<file path="src/rtl/kt_pkg.sv">
// Shared types and constants for the KnightsTour command scheduler.
// Holds the FSM state enum, opcodes, headings, response bytes and leg bundle.
package kt_pkg;

  typedef enum logic [2:0] {
    IDLE,
    VERT,
    HOLDV,
    HORZ,
    HOLDH
  } state_e;

  localparam logic [3:0] CMD_MOVE    = 4'b0010;
  localparam logic [3:0] CMD_MOVE_FF = 4'b0011;

  localparam logic [7:0] HDG_N = 8'h00;
  localparam logic [7:0] HDG_W = 8'h3F;
  localparam logic [7:0] HDG_S = 8'h7F;
  localparam logic [7:0] HDG_E = 8'hBF;

  localparam logic [7:0] RESP_POS_ACK = 8'hA5;
  localparam logic [7:0] RESP_INTERIM = 8'h5A;

  typedef struct packed {
    logic [7:0] vert_hdg;
    logic [3:0] vert_sq;
    logic [7:0] horz_hdg;
    logic [3:0] horz_sq;
    logic       illegal;
  } leg_t;

endpackage

</file>
<file path="src/rtl/tour_cmd_sched_if.sv">
// Command-path bundle between UART side, scheduler and cmd_proc.
// master: the scheduler; slave: the surrounding UART/cmd_proc logic.
interface tour_cmd_sched_if;

  logic [15:0] cmd_UART;
  logic        cmd_rdy_UART;
  logic        clr_cmd_rdy;
  logic        send_resp;
  logic [15:0] cmd;
  logic        cmd_rdy;
  logic [7:0]  resp;

  modport master (
    input  cmd_UART, cmd_rdy_UART,
    input  clr_cmd_rdy, send_resp,
    output cmd, cmd_rdy, resp
  );

  modport slave (
    output cmd_UART, cmd_rdy_UART,
    output clr_cmd_rdy, send_resp,
    input  cmd, cmd_rdy, resp
  );

endinterface

</file>
<file path="src/rtl/move_decode.sv">
// One-hot L-move to vertical/horizontal leg headings and square counts.
// Anything that is not exactly one-hot is flagged illegal.
module move_decode
  import kt_pkg::*;
(
  input  logic [7:0] move_i,
  output leg_t       leg_o
);

  // north: b0 b1 b2 b7; two rows: b0 b1 b4 b5
  // east:  b0 b5 b6 b7; two cols: b2 b3 b6 b7
  always_comb begin
    leg_o.vert_hdg = |(move_i & 8'h87) ? HDG_N : HDG_S;
    leg_o.vert_sq  = |(move_i & 8'h33) ? 4'd2 : 4'd1;
    leg_o.horz_hdg = |(move_i & 8'hE1) ? HDG_E : HDG_W;
    leg_o.horz_sq  = |(move_i & 8'hCC) ? 4'd2 : 4'd1;
    leg_o.illegal  = ~$onehot(move_i);
  end

endmodule

</file>
<file path="src/rtl/tour_cmd_sched.sv">
// Replays a solved knight's tour to cmd_proc, else passes UART cmds through.
// Build macro TOUR_FANFARE_EN selects the fanfare opcode for horizontal legs.
module tour_cmd_sched
  import kt_pkg::*;
#(
  parameter int NUM_MOVES = 24,
  parameter int IDX_W     = 5
) (
  input  logic             clk,
  input  logic             rst,
  input  logic             start_tour,
  input  logic [7:0]       move,
  output logic [IDX_W-1:0] mv_indx,
  output logic             tour_done,
  output logic             tour_err,
  tour_cmd_sched_if.master bus
);

`ifdef TOUR_FANFARE_EN
  localparam logic [3:0] HORZ_OP = CMD_MOVE_FF;
`else
  localparam logic [3:0] HORZ_OP = CMD_MOVE;
`endif

  localparam logic [IDX_W-1:0] LAST = IDX_W'(NUM_MOVES - 1);

  state_e           state_q, state_d;
  logic [IDX_W-1:0] idx_q, idx_d;
  logic             done_q, done_d;
  logic             err_q, err_d;
  leg_t             leg;

  move_decode u_dec (
    .move_i (move),
    .leg_o  (leg)
  );

  always_ff @(posedge clk) begin
    if (rst) begin
      state_q <= IDLE;
      idx_q   <= '0;
      done_q  <= 1'b0;
      err_q   <= 1'b0;
    end else begin
      state_q <= state_d;
      idx_q   <= idx_d;
      done_q  <= done_d;
      err_q   <= err_d;
    end
  end

  always_comb begin
    state_d     = state_q;
    idx_d       = idx_q;
    done_d      = 1'b0;
    err_d       = 1'b0;
    bus.cmd     = 16'h0000;
    bus.cmd_rdy = 1'b0;
    bus.resp    = RESP_INTERIM;
    unique case (state_q)
      IDLE: begin
        bus.cmd  = bus.cmd_UART;
        bus.resp = RESP_POS_ACK;
        // a UART cmd colliding with start stays pending until tour ends
        bus.cmd_rdy = bus.cmd_rdy_UART & ~start_tour;
        if (start_tour) begin
          state_d = VERT;
          idx_d   = '0;
        end
      end
      VERT: begin
        if (leg.illegal) begin
          err_d   = 1'b1;
          state_d = IDLE;
          idx_d   = '0;
        end else begin
          bus.cmd     = {CMD_MOVE, leg.vert_hdg, leg.vert_sq};
          bus.cmd_rdy = 1'b1;
          if (bus.clr_cmd_rdy) state_d = HOLDV;
        end
      end
      HOLDV: begin
        if (bus.send_resp) state_d = HORZ;
      end
      HORZ: begin
        bus.cmd     = {HORZ_OP, leg.horz_hdg, leg.horz_sq};
        bus.cmd_rdy = 1'b1;
        if (bus.clr_cmd_rdy) state_d = HOLDH;
      end
      HOLDH: begin
        if (bus.send_resp) begin
          if (idx_q == LAST) begin
            state_d  = IDLE;
            idx_d    = '0;
            done_d   = 1'b1;
            bus.resp = RESP_POS_ACK;
          end else begin
            state_d = VERT;
            idx_d   = idx_q + IDX_W'(1);
          end
        end
      end
      default: state_d = IDLE;
    endcase
  end

  assign mv_indx   = idx_q;
  assign tour_done = done_q;
  assign tour_err  = err_q;

endmodule
</file>
<file path="src/flat_wrapper.sv">
// flat-port wrapper written by rule: the top's interface ports become plain ports
module tour_cmd_sched_flat import kt_pkg::*;
#(
  parameter int NUM_MOVES = 24,
  parameter int IDX_W     = 5
)
  (clk, rst, start_tour, move, mv_indx, tour_done, tour_err, bus_cmd_UART, bus_cmd_rdy_UART, bus_clr_cmd_rdy, bus_send_resp, bus_cmd, bus_cmd_rdy, bus_resp);
  tour_cmd_sched_if bus_i ();
  input  logic clk;
  input  logic rst;
  input  logic start_tour;
  input  logic [7:0] move;
  output logic [IDX_W-1:0] mv_indx;
  output logic tour_done;
  output logic tour_err;
  input wire logic [$bits(bus_i.cmd_UART)-1:0] bus_cmd_UART;
  input wire logic [$bits(bus_i.cmd_rdy_UART)-1:0] bus_cmd_rdy_UART;
  input wire logic [$bits(bus_i.clr_cmd_rdy)-1:0] bus_clr_cmd_rdy;
  input wire logic [$bits(bus_i.send_resp)-1:0] bus_send_resp;
  output wire logic [$bits(bus_i.cmd)-1:0] bus_cmd;
  output wire logic [$bits(bus_i.cmd_rdy)-1:0] bus_cmd_rdy;
  output wire logic [$bits(bus_i.resp)-1:0] bus_resp;
  assign bus_i.cmd_UART = bus_cmd_UART;
  assign bus_i.cmd_rdy_UART = bus_cmd_rdy_UART;
  assign bus_i.clr_cmd_rdy = bus_clr_cmd_rdy;
  assign bus_i.send_resp = bus_send_resp;
  assign bus_cmd = bus_i.cmd;
  assign bus_cmd_rdy = bus_i.cmd_rdy;
  assign bus_resp = bus_i.resp;
  tour_cmd_sched #(.NUM_MOVES(NUM_MOVES), .IDX_W(IDX_W)) u_core (.clk(clk), .rst(rst), .start_tour(start_tour), .move(move), .mv_indx(mv_indx), .tour_done(tour_done), .tour_err(tour_err), .bus(bus_i));
endmodule
</file>
<file path="config.mk">
export PLATFORM = sky130hd
export DESIGN_NAME = tour_cmd_sched_flat
export DESIGN_NICKNAME = d
export VERILOG_FILES = /design/src/rtl/kt_pkg.sv /design/src/rtl/tour_cmd_sched_if.sv /design/src/rtl/move_decode.sv /design/src/rtl/tour_cmd_sched.sv /design/src/flat_wrapper.sv
export SDC_FILE = /design/constraint.sdc
export NUM_CORES = 1
export LEC_CHECK = 0
export BUFFER_PORTS_ARGS = -buffer_cell sky130_fd_sc_hd__buf_2
export CAP_MARGIN = 0
export CORE_ASPECT_RATIO = 0.6
export CORE_MARGIN = 4
export CORE_UTILIZATION = 30
export DETAILED_ROUTE_END_ITERATION = 6
export GPL_ROUTABILITY_DRIVEN = 1
export PLACE_DENSITY = 0.66
export SLEW_MARGIN = 20
export SYNTH_ARGS = -nofsm -noshare
export SYNTH_HDL_FRONTEND = slang
export SYNTH_SLANG_ARGS = --single-unit
export TNS_END_PERCENT = 1
</file>
<file path="constraint.sdc">
create_clock -name clk -period 4 [get_ports clk]
set_clock_uncertainty 0.2 [all_clocks]
set_input_delay 0.4 -clock clk [delete_from_list [all_inputs] [get_ports clk]]
set_output_delay 0.4 -clock clk [all_outputs]
set_load 0.02 [all_outputs]
</file>
==> results.toml <==
[run_status]
status = "complete, but fails checks"
violations = "negative setup slack"

[placed_design]
port_buffers = 61
placed_cells = 245
dp_hpwl_um = 2580
gp_congestion = 0.836

[worst_setup_path]
path_cells = "buf_6, inv_4, ha_4, fa_1, inv_1, fa_1, inv_2, ha_4, inv_2, fa_2, a2111o_1, a211o_2, a21oi_4, a21o_1, buf_6"
end_kind = "primary output"
critPathMaxFanout = 6
setup.worst_path.class = "input pin to primary output"
max_stage_delay_ps = 490
critPathBufInv = 6
critPathLaunchType = "input pin"
path_delay_family = "adder cells"
cp.required_ps = 3400
critPathArrivalTime_ps = 3470
critPathSlowestCell = "fa_1"

[global_route]
grtUsageTotal = 0.142
grt_pass1_vias = 1076
grt_max_degree = 18
grt_overflow = 0
antenna_found_initial = 0
grt_first_pass_wirelength_um = 5230

[sta]
maxSlewHeadroom = 0.665
hold_viol_final = 0
setup_ws_ps = -71.8
finalMaxSlewViolations = 0
setup_violations = 7
max_clock_freq_mhz = 246
finalCriticalPeriod_ps = 4070
period_share = 1.02
rsz0062_at_grt = "true"
worst_pin_slew_ps = 502

[routing]
viasPerCell = 4.95
initialDrtViolationCount = 110
ant_nets = 0
wl_per_cell_um = 13.3
vias = 1242
first_pass_iters = 4
route.detailed.drc = 0
wirelength_um = 3340

[floorplanning]
core-area_mm2 = 0.00340
die_w_um = 86.5
ios = 62
dieArea_mm2 = 0.00477
rows = 16
die_y_um = 55.1
start_util = 0.326

[power]
ir_worst_vdd_mv = 0.149
power_frac_seq = 0.205
combPwrFrac = 0.552
power.internal_w = 0.000326
pwr-share-clk = 0.243
p_sw_frac = 0.388
power_density_mw_per_mm2 = 317
p_leak_nw = 0.840
p_sw_w = 0.000207

[clock_network]
htreeDepth = 1
clock_latency_ps = 240
clkTransAtPathRegs_ps = 50
cts_buffers = 3
clockBufferDepth = 2
tritoncts = "built"
clock_sinks = 10
root_buffer = "clkbuf_8"

[finish]
drive_above_1_share = 0.461
antenna_cells = 0
final_cells = 251
area_growth_pct = 51.2
fillers = 319
nets = 251
final_core_util = 0.493

[synth]
synth_sequential_area_ratio = 0.180
syn_avg_cell_area_um2 = 7.93
yosys_warnings = 0
syn-num-nets = 184
yosysUniqueCellTypes = 38
ys_seq_elements = 10
netlist_instances = 140
synth_area_mm2 = 0.00111

[run]
cap_violations = 0

[worst_hold_path]
hold_class = "input pin to flop"
## worst paths after layout
kind / from / to / slack, ps / cells after the start
max: move[6] / bus_cmd[7] / -70 / 15
min: bus_clr_cmd_rdy / u_core.state_q[0] / 250 / 4
max reg2reg: u_core.state_q[2] / u_core.mv_indx[3] / 1950 / 4
min reg2reg: u_core.mv_indx[4] / u_core.mv_indx[4] / 290 / 1
## area by class of cell
type / instances / area, µm² / area share
clock buffer: 4 / 55.1 / 0.0328
inverter: 16 / 67.6 / 0.0403
multi-input combinational: 102 / 823 / 0.491
sequential: 10 / 200 / 0.119
tap: 45 / 56.3 / 0.0336
timing repair buffer: 74 / 475 / 0.283
## logic make-up (layout without fill, tap and decap cells)
| kind of cell | count (synthesis) | count (layout) | share of synthesized area |
|---|---|---|---|
| buf+inv | 28 | 94 | 0.119 |
| flops | 10 | 10 | 0.180 |
| mux | 2 | 2 | 0.0180 |
| simple gates | 50 | 50 | 0.251 |
| compound gates | 36 | 36 | 0.246 |
| fa+ha+maj | 14 | 14 | 0.185 |
## through the flow
step	total power, W	TNS [ps]	setup slack, ps	cell area (µm²)	hold WS (ps)
final	0.000533	-354	-71.8	1680	250
after global routing	0.000571	-1140	-159	1680	282
after CTS	0.000520	-1210	-166	1640	248
after detailed placement	0.000360	-1810	-205	1480	287
after global placement	0.000360	-1520	-169	1480	292
after floorplan	0.000278	0	51.0	1110	316
## power by group through the flow
stage               sequential (W)  combinational, W  clock, W
floorplan                 0.000107          0.000170         0
global placement          0.000111          0.000250         0
detailed placement        0.000111          0.000249         0
CTS                       0.000109          0.000279  0.000132
global route              0.000110          0.000323  0.000138
finish                    0.000109          0.000294  0.000129
## flip-flops by register name (all words and copies together), names as in the netlist
| register | count |
|---|---|
| u_core.tour_err | 1 |
| u_core.mv_indx | 5 |
| u_core.tour_done | 1 |
| u_core.state_q | 3 |
## worst min-delay path: stages
cell	delay (ps)
buf_2	90
nor2_1	30
o21ai_0	60
a211oi_1	60
## synthesized netlist by cell type
| master | number | area [µm²] |
|---|---|---|
| a2111o_1 | 1 | 11.3 |
| a211o_2 | 1 | 10.0 |
| a211oi_1 | 4 | 30.0 |
| a211oi_2 | 1 | 12.5 |
| a21o_1 | 8 | 60.1 |
| a21oi_1 | 5 | 25.0 |
| a21oi_4 | 1 | 16.3 |
| a221o_1 | 1 | 10.0 |
| a22o_1 | 1 | 8.76 |
| a311oi_1 | 2 | 17.5 |
| a31o_2 | 1 | 8.76 |
| a31oi_1 | 4 | 25.0 |
| a32o_1 | 1 | 10.0 |
| and2_1 | 5 | 31.3 |
| and3_1 | 3 | 18.8 |
| buf_2 | 3 | 15.0 |
| buf_4 | 6 | 45.0 |
| clkbuf_1 | 2 | 7.51 |
| clkbuf_2 | 1 | 5.00 |
| dfxtp_1 | 10 | 200 |
| fa_1 | 4 | 80.1 |
| ha_1 | 10 | 125 |
| inv_1 | 16 | 60.1 |
| mux2i_1 | 2 | 20.0 |
| nand2_1 | 12 | 45.0 |
| nand2b_1 | 3 | 18.8 |
| nand3b_1 | 5 | 37.5 |
| nor2_1 | 7 | 26.3 |
| nor2b_1 | 2 | 12.5 |
| nor3_1 | 3 | 15.0 |
| nor3b_1 | 3 | 22.5 |
| nor4_1 | 2 | 12.5 |
| o21ai_0 | 4 | 20.0 |
| o21bai_1 | 1 | 7.51 |
| or3_1 | 2 | 12.5 |
| or3b_1 | 1 | 8.76 |
| or4_1 | 1 | 7.51 |
| or4b_2 | 1 | 10.0 |
## routing by layer
layer,vias up,share of wire,track usage
met4,0,0.0033,0.00777
met3,2,0.15,0.0577
met5,-,0,0
li1,620,-,-
met1,550,0.47,0.211
met2,70,0.38,0.195
## layout by cell type, fill, tap and decap left out, drive strengths merged
master	synthesis	final
a2111o	1	1
nor4	2	2
a21oi	6	6
nor3b	3	3
and2	5	5
o21bai	1	1
a31oi	4	4
nand2	12	12
or4b	1	1
and3	3	3
or4	1	1
a311oi	2	2
nand3b	5	5
nor3	3	3
a31o	1	1
dfxtp	10	10
a32o	1	1
nand2b	3	3
a211oi	5	5
mux2i	2	2
buf	9	74
a21o	8	8
or3b	1	1
nor2	7	7
fa	4	4
o21ai	4	4
a221o	1	1
inv	16	16
nor2b	2	2
ha	10	10
a22o	1	1
a211o	1	1
or3	2	2
clkbuf	3	4
## timing repair
item                       CTS  global route
pin swaps                    8             7
setup endpoints to repair   11            13
gates resized for setup     30             7
hold buffers                 0             0
setup buffers                1             1
(Power assumes the default switching activity.)
